**src/rtl/lighthouse_pkg.sv**
```systemverilog
// lighthouse_pkg: shared thresholds, event-word layout, pulse classes and
// small saturating helpers for the multi-channel lighthouse decoder.
package lighthouse_pkg;

   // Event word layout: [31:13] sweep, [12] valid, [11] data, [10] rotor,
   // [9] lighthouse, [8:0] channel.
   localparam int EV_SWEEP_W   = 19;
   localparam int EV_CHAN_W    = 9;
   localparam int EV_SWEEP_LSB = 13;
   localparam int EV_VALID_BIT = 12;
   localparam int EV_DATA_BIT  = 11;
   localparam int EV_ROTOR_BIT = 10;
   localparam int EV_LH_BIT    = 9;
   localparam int EV_CHAN_LSB  = 0;

   localparam int unsigned DEF_SWEEP_MAX      = 55;
   localparam int unsigned DEF_SYNC_MIN       = 58;
   localparam int unsigned DEF_SKIP_MIN       = 100;
   localparam int unsigned DEF_SKIP_MAX       = 140;
   localparam int unsigned DEF_SWEEP_VALID_LO = 300;
   localparam int unsigned DEF_SWEEP_VALID_HI = 8000;
   localparam int unsigned DEF_SYNC_GAP_NOM   = 8333;
   localparam int unsigned DEF_SYNC_GAP_TOL   = 300;

   typedef enum logic [1:0] {
      PC_SWEEP,
      PC_SYNC,
      PC_SKIP,
      PC_GLITCH
   } pulse_class_e;

   typedef struct packed {
      logic [EV_SWEEP_W-1:0] sweep;
      logic                  valid;
      logic                  data;
      logic                  rotor;
      logic                  lighthouse;
      logic [EV_CHAN_W-1:0]  chan;
   } event_t;

   function automatic logic [EV_SWEEP_W-1:0] sat_sweep(input logic [31:0] value);
      if (|value[31:EV_SWEEP_W]) return '1;
      return value[EV_SWEEP_W-1:0];
   endfunction

   function automatic logic [15:0] sat_add16(input logic [15:0] count, input logic [5:0] inc);
      logic [16:0] sum;
      sum = {1'b0, count} + {11'b0, inc};
      return sum[16] ? 16'hFFFF : sum[15:0];
   endfunction

endpackage

```
**src/rtl/lighthouse_channel.sv**
```systemverilog
// lighthouse_channel: one photodiode line -- synchroniser, pulse timing,
// sync/sweep classification, lighthouse ID and a one-entry event buffer.
module lighthouse_channel
   import lighthouse_pkg::*;
#(
   parameter int          CHAN_IDX       = 0,
   parameter int unsigned SWEEP_MAX      = DEF_SWEEP_MAX,
   parameter int unsigned SYNC_MIN       = DEF_SYNC_MIN,
   parameter int unsigned SKIP_MIN       = DEF_SKIP_MIN,
   parameter int unsigned SKIP_MAX       = DEF_SKIP_MAX,
   parameter int unsigned SWEEP_VALID_LO = DEF_SWEEP_VALID_LO,
   parameter int unsigned SWEEP_VALID_HI = DEF_SWEEP_VALID_HI,
   parameter int unsigned SYNC_GAP_NOM   = DEF_SYNC_GAP_NOM,
   parameter int unsigned SYNC_GAP_TOL   = DEF_SYNC_GAP_TOL
) (
   input  logic        clk,
   input  logic        reset_n,
   input  logic        i_sensor,
   input  logic [31:0] i_timer,
   input  logic        i_grant,
   output logic        o_pending,
   output event_t      o_event,
   output logic        o_glitch,
   output logic        o_overflow
);

   localparam logic [31:0] L_SWEEP_MAX = 32'(SWEEP_MAX);
   localparam logic [31:0] L_SYNC_MIN  = 32'(SYNC_MIN);
   localparam logic [31:0] L_SKIP_MIN  = 32'(SKIP_MIN);
   localparam logic [31:0] L_SKIP_MAX  = 32'(SKIP_MAX);
   localparam logic [31:0] L_VALID_LO  = 32'(SWEEP_VALID_LO);
   localparam logic [31:0] L_VALID_HI  = 32'(SWEEP_VALID_HI);
   localparam logic [31:0] L_GAP_HI    = 32'(SYNC_GAP_NOM + SYNC_GAP_TOL);
   localparam logic [31:0] L_GAP_LO    = 32'(SYNC_GAP_NOM - SYNC_GAP_TOL);

   // Width buckets: the two lower buckets take the floor quarter-span, the two
   // upper ones the ceiling quarter-span (58/68/78/89/100 for the defaults).
   localparam int unsigned STEP_LO = (SKIP_MIN - SYNC_MIN) / 4;
   localparam int unsigned STEP_HI = (SKIP_MIN - SYNC_MIN + 3) / 4;
   localparam logic [31:0] BKT_1   = 32'(SYNC_MIN + STEP_LO);
   localparam logic [31:0] BKT_2   = 32'(SKIP_MIN - 2 * STEP_HI);
   localparam logic [31:0] BKT_3   = 32'(SKIP_MIN - STEP_HI);

   logic         r_sync1, r_sync2, r_sync3;
   logic         w_rise, w_fall;
   logic [31:0]  r_t_rise, r_t_sync, r_t_prev_sync;
   logic         r_have_sync, r_have_prev;
   logic         r_lighthouse, r_rotor, r_data;
   logic         r_pending;
   event_t       r_event;
   logic [31:0]  w_dur, w_sweep, w_gap;
   pulse_class_e w_class;
   logic [1:0]   w_bucket;
   logic         w_is_sync, w_new_event;
   event_t       w_event;

   // NOTE: non-blocking assignments make the three flops a true shift chain;
   // blocking ones would collapse it into a single stage.
   always_ff @(posedge clk or negedge reset_n) begin
      if (!reset_n) begin
         r_sync1 <= 1'b0;
         r_sync2 <= 1'b0;
         r_sync3 <= 1'b0;
      end else begin
         r_sync1 <= i_sensor;
         r_sync2 <= r_sync1;
         r_sync3 <= r_sync2;
      end
   end

   assign w_rise  = r_sync2 & ~r_sync3;
   assign w_fall  = ~r_sync2 & r_sync3;
   assign w_dur   = i_timer - r_t_rise;
   assign w_sweep = r_t_rise - r_t_sync;
   assign w_gap   = r_t_rise - r_t_prev_sync;

   // NOTE: every output of this block gets a default first, so no path
   // through the if-chain can infer a latch.
   always_comb begin
      w_class  = PC_GLITCH;
      w_bucket = 2'b11;
      if (w_dur < L_SWEEP_MAX)                           w_class = PC_SWEEP;
      else if (w_dur >= L_SYNC_MIN && w_dur < L_SKIP_MIN) w_class = PC_SYNC;
      else if (w_dur >= L_SKIP_MIN && w_dur < L_SKIP_MAX) w_class = PC_SKIP;
      if (w_dur < BKT_1)      w_bucket = 2'b00;
      else if (w_dur < BKT_2) w_bucket = 2'b01;
      else if (w_dur < BKT_3) w_bucket = 2'b10;
   end

   assign w_is_sync   = w_fall && (w_class == PC_SYNC || w_class == PC_SKIP);
   assign w_new_event = w_fall && (w_class == PC_SWEEP) && r_have_sync;
   assign o_glitch    = w_fall && (w_class == PC_GLITCH);
   assign o_overflow  = w_new_event && r_pending && !i_grant;

   always_comb begin
      w_event            = '0;
      w_event.sweep      = sat_sweep(w_sweep);
      w_event.valid      = (w_sweep >= L_VALID_LO) && (w_sweep <= L_VALID_HI);
      w_event.data       = r_data;
      w_event.rotor      = r_rotor;
      w_event.lighthouse = r_lighthouse;
      w_event.chan       = EV_CHAN_W'(CHAN_IDX);
   end

   always_ff @(posedge clk or negedge reset_n) begin
      if (!reset_n) begin
         r_t_rise      <= '0;
         r_t_sync      <= '0;
         r_t_prev_sync <= '0;
         r_have_sync   <= 1'b0;
         r_have_prev   <= 1'b0;
         r_lighthouse  <= 1'b0;
         r_rotor       <= 1'b0;
         r_data        <= 1'b0;
      end else begin
         if (w_rise) r_t_rise <= i_timer;
         // Skip syncs feed only the gap tracker; the sweep reference stays put.
         if (w_is_sync) begin
            r_t_prev_sync <= r_t_rise;
            r_have_prev   <= 1'b1;
            if (r_have_prev) begin
               if (w_gap > L_GAP_HI)      r_lighthouse <= 1'b1;
               else if (w_gap < L_GAP_LO) r_lighthouse <= 1'b0;
            end
         end
         if (w_fall && w_class == PC_SYNC) begin
            r_t_sync    <= r_t_rise;
            r_have_sync <= 1'b1;
            r_data      <= w_bucket[1];
            r_rotor     <= w_bucket[0];
         end
      end
   end

   // A new event always wins the buffer; a same-cycle grant has already
   // taken the old word, so only an ungranted overwrite counts as overflow.
   // NOTE: the buffer word is reset along with its flag so a reset mid-flight
   // can never surface a stale event.
   always_ff @(posedge clk or negedge reset_n) begin
      if (!reset_n) begin
         r_pending <= 1'b0;
         r_event   <= '0;
      end else if (w_new_event) begin
         r_pending <= 1'b1;
         r_event   <= w_event;
      end else if (i_grant) begin
         r_pending <= 1'b0;
      end
   end

   assign o_pending = r_pending;
   assign o_event   = r_event;

endmodule

```
**src/rtl/lighthouse_multi_decoder.sv**
```systemverilog
// lighthouse_multi_decoder: NUM_SENSORS pulse-decoding channels merged onto one
// valid/ready event stream by a round-robin arbiter, with shared counters.
module lighthouse_multi_decoder
   import lighthouse_pkg::*;
#(
   parameter int          NUM_SENSORS    = 4,
   parameter int unsigned SWEEP_MAX      = DEF_SWEEP_MAX,
   parameter int unsigned SYNC_MIN       = DEF_SYNC_MIN,
   parameter int unsigned SKIP_MIN       = DEF_SKIP_MIN,
   parameter int unsigned SKIP_MAX       = DEF_SKIP_MAX,
   parameter int unsigned SWEEP_VALID_LO = DEF_SWEEP_VALID_LO,
   parameter int unsigned SWEEP_VALID_HI = DEF_SWEEP_VALID_HI,
   parameter int unsigned SYNC_GAP_NOM   = DEF_SYNC_GAP_NOM,
   parameter int unsigned SYNC_GAP_TOL   = DEF_SYNC_GAP_TOL
) (
   input  logic                   clk,
   input  logic                   reset_n,
   input  logic [NUM_SENSORS-1:0] sensor_signal,
   input  logic [31:0]            timer,
   output logic [31:0]            sensor_data,
   output logic                   data_valid,
   input  logic                   data_ready,
   output logic [15:0]            overflow_count,
   output logic [15:0]            glitch_count
);

   localparam int PTR_W = (NUM_SENSORS > 1) ? $clog2(NUM_SENSORS) : 1;

   logic [NUM_SENSORS-1:0] w_pending, w_glitch, w_overflow, w_grant;
   event_t                 w_event [NUM_SENSORS];
   logic [PTR_W-1:0]       r_rr_ptr, w_sel, w_idx;
   logic                   w_found, w_can_load;
   logic                   r_data_valid;
   logic [31:0]            r_sensor_data;
   logic [15:0]            r_overflow_count, r_glitch_count;
   logic [5:0]             w_glitch_n, w_overflow_n;

   for (genvar g = 0; g < NUM_SENSORS; g++) begin : g_chan
      lighthouse_channel #(
         .CHAN_IDX       (g),
         .SWEEP_MAX      (SWEEP_MAX),
         .SYNC_MIN       (SYNC_MIN),
         .SKIP_MIN       (SKIP_MIN),
         .SKIP_MAX       (SKIP_MAX),
         .SWEEP_VALID_LO (SWEEP_VALID_LO),
         .SWEEP_VALID_HI (SWEEP_VALID_HI),
         .SYNC_GAP_NOM   (SYNC_GAP_NOM),
         .SYNC_GAP_TOL   (SYNC_GAP_TOL)
      ) u_chan (
         .clk        (clk),
         .reset_n    (reset_n),
         .i_sensor   (sensor_signal[g]),
         .i_timer    (timer),
         .i_grant    (w_grant[g]),
         .o_pending  (w_pending[g]),
         .o_event    (w_event[g]),
         .o_glitch   (w_glitch[g]),
         .o_overflow (w_overflow[g])
      );
   end

   assign w_can_load = !r_data_valid || data_ready;

   // r_rr_ptr holds last_grant+1: the search starts there and wraps.
   always_comb begin
      w_found = 1'b0;
      w_sel   = '0;
      w_idx   = '0;
      for (int k = 0; k < NUM_SENSORS; k++) begin
         w_idx = PTR_W'((int'(r_rr_ptr) + k) % NUM_SENSORS);
         if (!w_found && w_pending[w_idx]) begin
            w_found = 1'b1;
            w_sel   = w_idx;
         end
      end
   end

   always_comb begin
      w_grant = '0;
      if (w_can_load && w_found) w_grant[w_sel] = 1'b1;
   end

   always_comb begin
      w_glitch_n   = '0;
      w_overflow_n = '0;
      for (int i = 0; i < NUM_SENSORS; i++) begin
         w_glitch_n   = w_glitch_n + 6'(w_glitch[i]);
         w_overflow_n = w_overflow_n + 6'(w_overflow[i]);
      end
   end

   always_ff @(posedge clk or negedge reset_n) begin
      if (!reset_n) begin
         r_rr_ptr         <= '0;
         r_data_valid     <= 1'b0;
         r_sensor_data    <= '0;
         r_overflow_count <= '0;
         r_glitch_count   <= '0;
      end else begin
         if (w_can_load) begin
            r_data_valid <= w_found;
            if (w_found) begin
               r_sensor_data <= w_event[w_sel];
               r_rr_ptr      <= (w_sel == PTR_W'(NUM_SENSORS - 1)) ? '0 : w_sel + PTR_W'(1);
            end
         end
         r_glitch_count   <= sat_add16(r_glitch_count, w_glitch_n);
         r_overflow_count <= sat_add16(r_overflow_count, w_overflow_n);
      end
   end

   assign sensor_data    = r_sensor_data;
   assign data_valid     = r_data_valid;
   assign overflow_count = r_overflow_count;
   assign glitch_count   = r_glitch_count;

endmodule

```
**config.mk**
```make
export PLATFORM = sky130hd
export DESIGN_NAME = lighthouse_multi_decoder
export DESIGN_NICKNAME = d
export VERILOG_FILES = /design/src/rtl/lighthouse_pkg.sv /design/src/rtl/lighthouse_channel.sv /design/src/rtl/lighthouse_multi_decoder.sv
export SDC_FILE = /design/constraint.sdc
export NUM_CORES = 2
export LEC_CHECK = 0
export ABC_CLOCK_PERIOD_IN_PS = 13500
export CORE_ASPECT_RATIO = 2
export CORE_MARGIN = 2
export CORE_UTILIZATION = 40
export DETAILED_ROUTE_END_ITERATION = 10
export GPL_TIMING_DRIVEN = 0
export SLEW_MARGIN = 25
export SYNTH_ARGS = -nofsm -noshare
export SYNTH_HDL_FRONTEND = slang
export SYNTH_HIERARCHICAL = 1
export SYNTH_SLANG_ARGS = --single-unit
```
**constraint.sdc**
```tcl
create_clock -name clk -period 13.5 [get_ports clk]
set_input_delay 2.7 -clock clk [delete_from_list [all_inputs] [get_ports clk]]
set_output_delay 2.7 -clock clk [all_outputs]
set_load 0.02 [all_outputs]
```
Word-level counts from Yosys, hierarchy flattened. Cells that the tools add are included.

Register bits after elaboration: 582.

Multiplexer cells: 77. Bitwise operators: 17. Add/sub/neg operators: 24. Equal/unequal tests: 13. Reductions and logical operators: 79. Order comparisons: 55.

Operators by type and width (number): $lt 32x7->1 const B (16); $sub 32x32->32 (12); $mux 19 (8); $ge 32x6->1 const B (4); $ge 32x7->1 const B (4); $ge 32x9->1 const B (4); $gt 32x14->1 const B (4); $le 32x13->1 const B (4); $lt 32x13->1 const B (4); $lt 32x6->1 const B (4); $lt 32x8->1 const B (4); $bmux 32 s2 (1); $mux 32 (2); $reduce_or 13->1 (4); $logic_and 1x1->1 (45); $mux 2 (21); $mux 1 (37); $add 16x4->17 (2); $mux 16 (2); $eq 2x2->1 const B (9); $reduce_bool 2->1 (8); $lt 2x3->1 const B (5); $reduce_and 3->1 (4); $add 3x1->4 (2); other kinds (17) (55).

Depth between registers and ports, before layout.
Word-level depth: 24. Mapped depth: 27. Mapped depth without buffers: 26.

By module. The synthesis kept the hierarchy.

Modules (own cells, without submodules): lighthouse_channel (g_chan[1].u_chan ...) (seq. area each 3228.1 um^2, cells each 1341, area each 10613.9 um^2, times used 2); lighthouse_channel (g_chan[3].u_chan) (seq. area each 3228.1 um^2, cells each 1432, area each 11244.5 um^2, times used 1); lighthouse_channel (g_chan[0].u_chan) (seq. area each 3203.1 um^2, cells each 1401, area each 10782.8 um^2, times used 1); lighthouse_multi_decoder (seq. area each 1676.6 um^2, cells each 504, area each 4510.6 um^2, times used 1).

Least setup slack after synthesis. Ideal clock, no wire load.

Path kind: input to register. Start: input timer[0]. End: register r_glitch_count[0], in the netlist glitch_count[0]. Cell stages on the path: 26. Arrival: 8381 ps. Data required time: 13435 ps. Setup slack: 5054 ps. Buffers on the path: 1. Setup time: 65 ps. Cell sequence: inv_1 ha_1 inv_1 fa_1 a211oi_1 o211ai_1 a32oi_1 a21oi_1 a2111oi_0 mux2_2 nor2_1 o2111ai_1 nor4_2 o2111ai_1 ha_1 and2_1 fa_1 inv_1 fa_1 inv_1 fa_1 nand2_1 nor4_1 nand3_1 buf_2 nand2_1.

Elaborated cells on any way between the ends: 57. Classes of those cells: add/sub: 8; order compare: 20; eq/ne: 4; mux: 13; reduce/logical: 12.

RTL lines: start, declared (line lighthouse_multi_decoder.sv:19) `input logic [31:0] timer,`; $sub 32x32->32 (*) (line lighthouse_channel.sv:73) `assign w_dur = i_timer - r_t_rise;`; $ge 32x7->1 or $lt 32x8->1 (tied branches) (line lighthouse_channel.sv:84) `else if (w_dur >= L_SKIP_MIN && w_dur < L_SKIP_MAX) w_class = PC_SKIP;`; $logic_and 1x1->1 (line lighthouse_channel.sv:84); $mux 1 (line lighthouse_channel.sv:84); $mux 2 (line lighthouse_channel.sv:83) `else if (w_dur >= L_SYNC_MIN && w_dur < L_SKIP_MIN) w_class = PC_SYNC;`; $mux 2 (*) (line lighthouse_channel.sv:82) `if (w_dur < L_SWEEP_MAX) w_class = PC_SWEEP;`; $eq 2x2->1 (*) (line lighthouse_channel.sv:92) `assign o_glitch = w_fall && (w_class == PC_GLITCH);`; $logic_and 1x1->1 (*) (line lighthouse_channel.sv:92); net w_glitch[2] (line lighthouse_multi_decoder.sv:29) `logic [NUM_SENSORS-1:0] w_pending, w_glitch, w_overflow, w_grant;`; $add 2x1->3 (*) (line lighthouse_multi_decoder.sv:87) `w_glitch_n = w_glitch_n + 6'(w_glitch[i]);`; $add 3x1->4 (*) (line lighthouse_multi_decoder.sv:87); $add 16x4->17 (*) (line lighthouse_pkg.sv:48) `sum = {1'b0, count} + {11'b0, inc};`; $mux 16 (*) (line lighthouse_pkg.sv:49) `return sum[16] ? 16'hFFFF : sum[15:0];`; end signal, assigned (line lighthouse_multi_decoder.sv:107) `r_glitch_count <= sat_add16(r_glitch_count, w_glitch_n);`; end, declared (line lighthouse_multi_decoder.sv:35) `logic [15:0] r_overflow_count, r_glitch_count;`.

Mark *: on every way through the listed nets, which the timed path passes. The rest lies on a longest branch. A chain may end at the register's enable or synchronous reset.

Worst setup path in the final report.
Start: input timer[0]. End: register r_overflow_count[13], in the netlist overflow_count[13].

Elaborated cells on any way between the ends: 69. Classes of those cells: add/sub: 8; order compare: 20; mux: 13; reduce/logical: 28.

RTL lines: $sub 32x32->32 (*) (line lighthouse_channel.sv:73); $ge 32x7->1 or $lt 32x8->1 (tied branches) (line lighthouse_channel.sv:84); $logic_and 1x1->1 (line lighthouse_channel.sv:84); $mux 1 (line lighthouse_channel.sv:84); $mux 2 (line lighthouse_channel.sv:83); $mux 2 (*) (line lighthouse_channel.sv:82); $logic_not 2->1 (*) (line lighthouse_channel.sv:91) `assign w_new_event = w_fall && (w_class == PC_SWEEP) && r_have_sync;`; $logic_and 1x1->1 (*) (2 in a row) (line lighthouse_channel.sv:91); $logic_and 1x1->1 (*) (2 in a row) (line lighthouse_channel.sv:93) `assign o_overflow = w_new_event && r_pending && !i_grant;`; net w_overflow[2] (line lighthouse_multi_decoder.sv:29); $add 2x1->3 (*) (line lighthouse_multi_decoder.sv:88) `w_overflow_n = w_overflow_n + 6'(w_overflow[i]);`; $add 3x1->4 (*) (line lighthouse_multi_decoder.sv:88); $add 16x4->17 (*) (line lighthouse_pkg.sv:48); $mux 16 (*) (line lighthouse_pkg.sv:49); end signal, assigned (line lighthouse_multi_decoder.sv:108) `r_overflow_count <= sat_add16(r_overflow_count, w_overflow_n);`; end, declared (line lighthouse_multi_decoder.sv:35).

Marks and branches as above.

==> metrics <==
outcome completed; via/cell ratio slightly below 6; IO Pins about 100; Seq cells post-synth roughly 580; post-cts sizing count 0; GRT Resource Usage Total 0.286; Rows 179; via count roughly 45,000; post-place setup slack approximately 1.8 ns; die width 248 um; TritonRoute pass-1 iters 5; leakage power roughly 24 nW; Final Max Slew Viols 0; Routed WL per cell about 23 um; Seq/Total Area, Yosys 0.305; Syn Std Cell Area between 40,000 and 50,000 um2; CTS buffer count 59; critical path type input pin to flop; CP startpoint kind input pin; Worst-path clk slew about 0.06 ns; syn_area_per_cell around 8 um2; CTS Hold Bufs 0; Post-CTS Setup Bufs 0; buffers added on ports around 100; Worst Hold Class flop to flop; Final Hold Viols 0; CTS root buffer clkbuf_16; CP Max Fanout 10; ys flop type dfrtp_1; Placer Congestion 0.977; worst rel slew slack 0.198; layout cells sized above 1 0.0501; maximum clock path buffer count 3; Worst Path Arrival 11.49 ns; setup_tns 0 ns; initial antenna violation count 2; Syn. warnings 6; worst-skew pair later-pin latency 0.70 ns; cell taking the most area after synthesis dfrtp_1; area grow syn2layout 11.1%; RSZ-0062 raised after global routing no; crit end category flop; first-pass GRT wire length about 270 mm; Die Area around 120,000 um2; Final Cycle Share 0.809; final setup fails 0; commonest cells after routing, fill and taps aside nand2_1 (793), o21ai_0 (616), dfrtp_1 (582), inv_1 (473), a21oi_1 (471); Power Dens Cells approximately 110 nW/um2; Max VDD drop roughly 0.00012 V; pin count of the biggest net entering global routing 90; starting density of the core 0.402; First DRT Iteration DRCs approximately 2,600; Post-synth EDFFs 0; Post-route DRC 0; CTS tree yes; number of global-route vias before repair roughly 46,000; Slew @ Worst Pin ~1.2 ns; Die Y 493 um; FFs w/ async S/R, synth 1.00; setup ws final between 2 and 3 ns; cell count after synthesis ~6,000; worst endpoint required time 14.06 ns; HPWL Detailed approximately 140 mm; clock sink count ~580; fin util 0.447; H-tree levels 2; final clock skew 0.0286 ns; commonest non-fill, non-tap cell in the layout nand2_1; max_cap viols 0; Core Box Area between 100,000 and 150,000 um2; nets around 6,700; Achievable Freq 91.5 MHz; Yosys top cell area share 0.305; Antenna Nets Post-Route 0; total power 5.80 mW; gr ovfl total 0; post-synth cell types around 100; drt total wl 176 mm; min Tclk post-route approximately 11 ns; Synth area leaders dfrtp_1 (30%), ha_1 (10%), o21ai_0 (6.5%)
[flip-flops by register name (all words and copies together), names as in the netlist, 4 cells and up]
register,flops
g_chan.u_chan/r_sync3,4
overflow_count,16
g_chan.u_chan/r_t_prev_sync,128
g_chan.u_chan/r_sync1,4
g_chan.u_chan/o_event,95
g_chan.u_chan/r_data,4
g_chan.u_chan/r_t_rise,128
g_chan.u_chan/r_rotor,4
sensor_data,32
g_chan.u_chan/o_pending,4
g_chan.u_chan/r_lighthouse,4
g_chan.u_chan/r_have_sync,4
g_chan.u_chan/r_have_prev,4
g_chan.u_chan/r_sync2,4
g_chan.u_chan/r_t_sync,128
glitch_count,16
[cell usage after synthesis (all sizes together) (29+ instances only)]
library cell  instances
dfrtp               582
o31ai                29
a221oi               71
nor3                 69
o211ai               57
a21oi               476
o2111ai              29
o21bai               33
nor2                365
ha                  390
xor2                133
a21o                121
and3                 70
or2                  39
o21a                 64
nand4                89
mux2i                63
buf                  98
a211oi               76
o21ai               647
clkbuf              222
xnor2               141
nor2b                62
inv                 474
and2                 50
nand3               188
nand2               795
nand2b               69
a31oi                74
nor4                 44
[cells by family (layout without fill, tap and decap cells)]
family / Yosys count / after routing / synth area share
and+or+nand+nor: 1941 / 1941 / 0.191
muxes: 85 / 85 / 0.0184
other: 4 / 34 / 0.000314
adders and majority gates: 408 / 408 / 0.110
DFF: 582 / 582 / 0.305
buffers and inverters: 794 / 1014 / 0.0675
xor gates and xnor gates: 274 / 274 / 0.0506
AOI/OAI and AO/OA: 1931 / 1931 / 0.257
[critical path, stage by stage]
cell             delay [ns]
clkdlybuf4s50_1        0.91
inv_1                  0.20
ha_1                   0.18
inv_1                  0.05
fa_1                   0.43
a211oi_1               0.32
o211ai_1               0.24
a32oi_1                0.31
a21oi_1                0.13
a2111oi_0              0.66
mux2_2                 0.41
nor2_1                 0.12
o2111ai_1              0.12
nor4_2                 0.78
and3_1                 0.31
ha_1                   0.17
nand3_1                0.64
nor3_1                 0.47
fa_1                   0.48
inv_1                  0.08
fa_1                   0.17
inv_1                  0.05
fa_1                   0.45
nand3_1                0.30
nor3_1                 0.11
nand3_1                0.17
clkbuf_1               0.38
nand2_1                0.10
[stage by stage]
stage	area, um2	hold slack, ns	std cells
after floorplan	47900	0.331	6047
after global placement	50800	0.334	7688
after detailed placement	51000	0.341	7696
after CTS	53100	0.356	7805
after global routing	53100	0.364	7806
final	53100	0.356	7807
[power by group]
| part | total, mW | switching, mW | leakage, nW | internal [mW] |
|---|---|---|---|---|
| combinational | 2.01 | 1.30 | 16.5 | 0.712 |
| sequential | 2.01 | 0.183 | 6.74 | 1.82 |
| clock | 1.79 | 0.790 | 0.998 | 0.996 |
| total | 5.80 | 2.27 | 24.3 | 3.53 |
[layout make-up]
cell class | count | area (um2)
fillers | 12140 | 65600
multi-input cells | 4671 | 30100
flip-flops and latches | 582 | 14600
well taps | 1538 | 1920
inverters | 474 | 1780
clock buffers | 79 | 1640
plain buffers | 320 | 1450
repair buffers | 111 | 1230
clock inverters | 30 | 397
diodes | 2 | 5.00
[routing by layer]
layer | global-route usage | part of all wire | wire (um)
met2 | 0.527 | 0.51 | 90600
met1 | 0.264 | 0.33 | 58500
met4 | 0.282 | 0.12 | 21400
met5 | 0 | 0 | 0
met3 | 0.0321 | 0.034 | 6070
[path summary, 6_finish.rpt]
check / slack (ns) / from / cells after the start / to
worst min register to register: 0.36 / g_chan[1].u_chan/r_sync1$_DFF_PN0_ / 0 / g_chan[1].u_chan/r_sync2$_DFF_PN0_
max in group asynchronous: 10.01 / reset_n / 4 / g_chan[3].u_chan/r_t_prev_sync[27]$_DFFE_PN0P_
min in group asynchronous: 1.85 / reset_n / 1 / g_chan[1].u_chan/r_sync2$_DFF_PN0_
worst max register to register: 5.15 / g_chan[2].u_chan/r_t_rise[7]$_DFFE_PN0P_ / 25 / overflow_count[13]$_DFF_PN0_
worst max-delay path: 2.58 / timer[0] / 28 / overflow_count[13]$_DFF_PN0_
worst min-delay path: 0.36 / g_chan[1].u_chan/r_sync1$_DFF_PN0_ / 0 / g_chan[1].u_chan/r_sync2$_DFF_PN0_
Power figures use the tool's default switching activity.
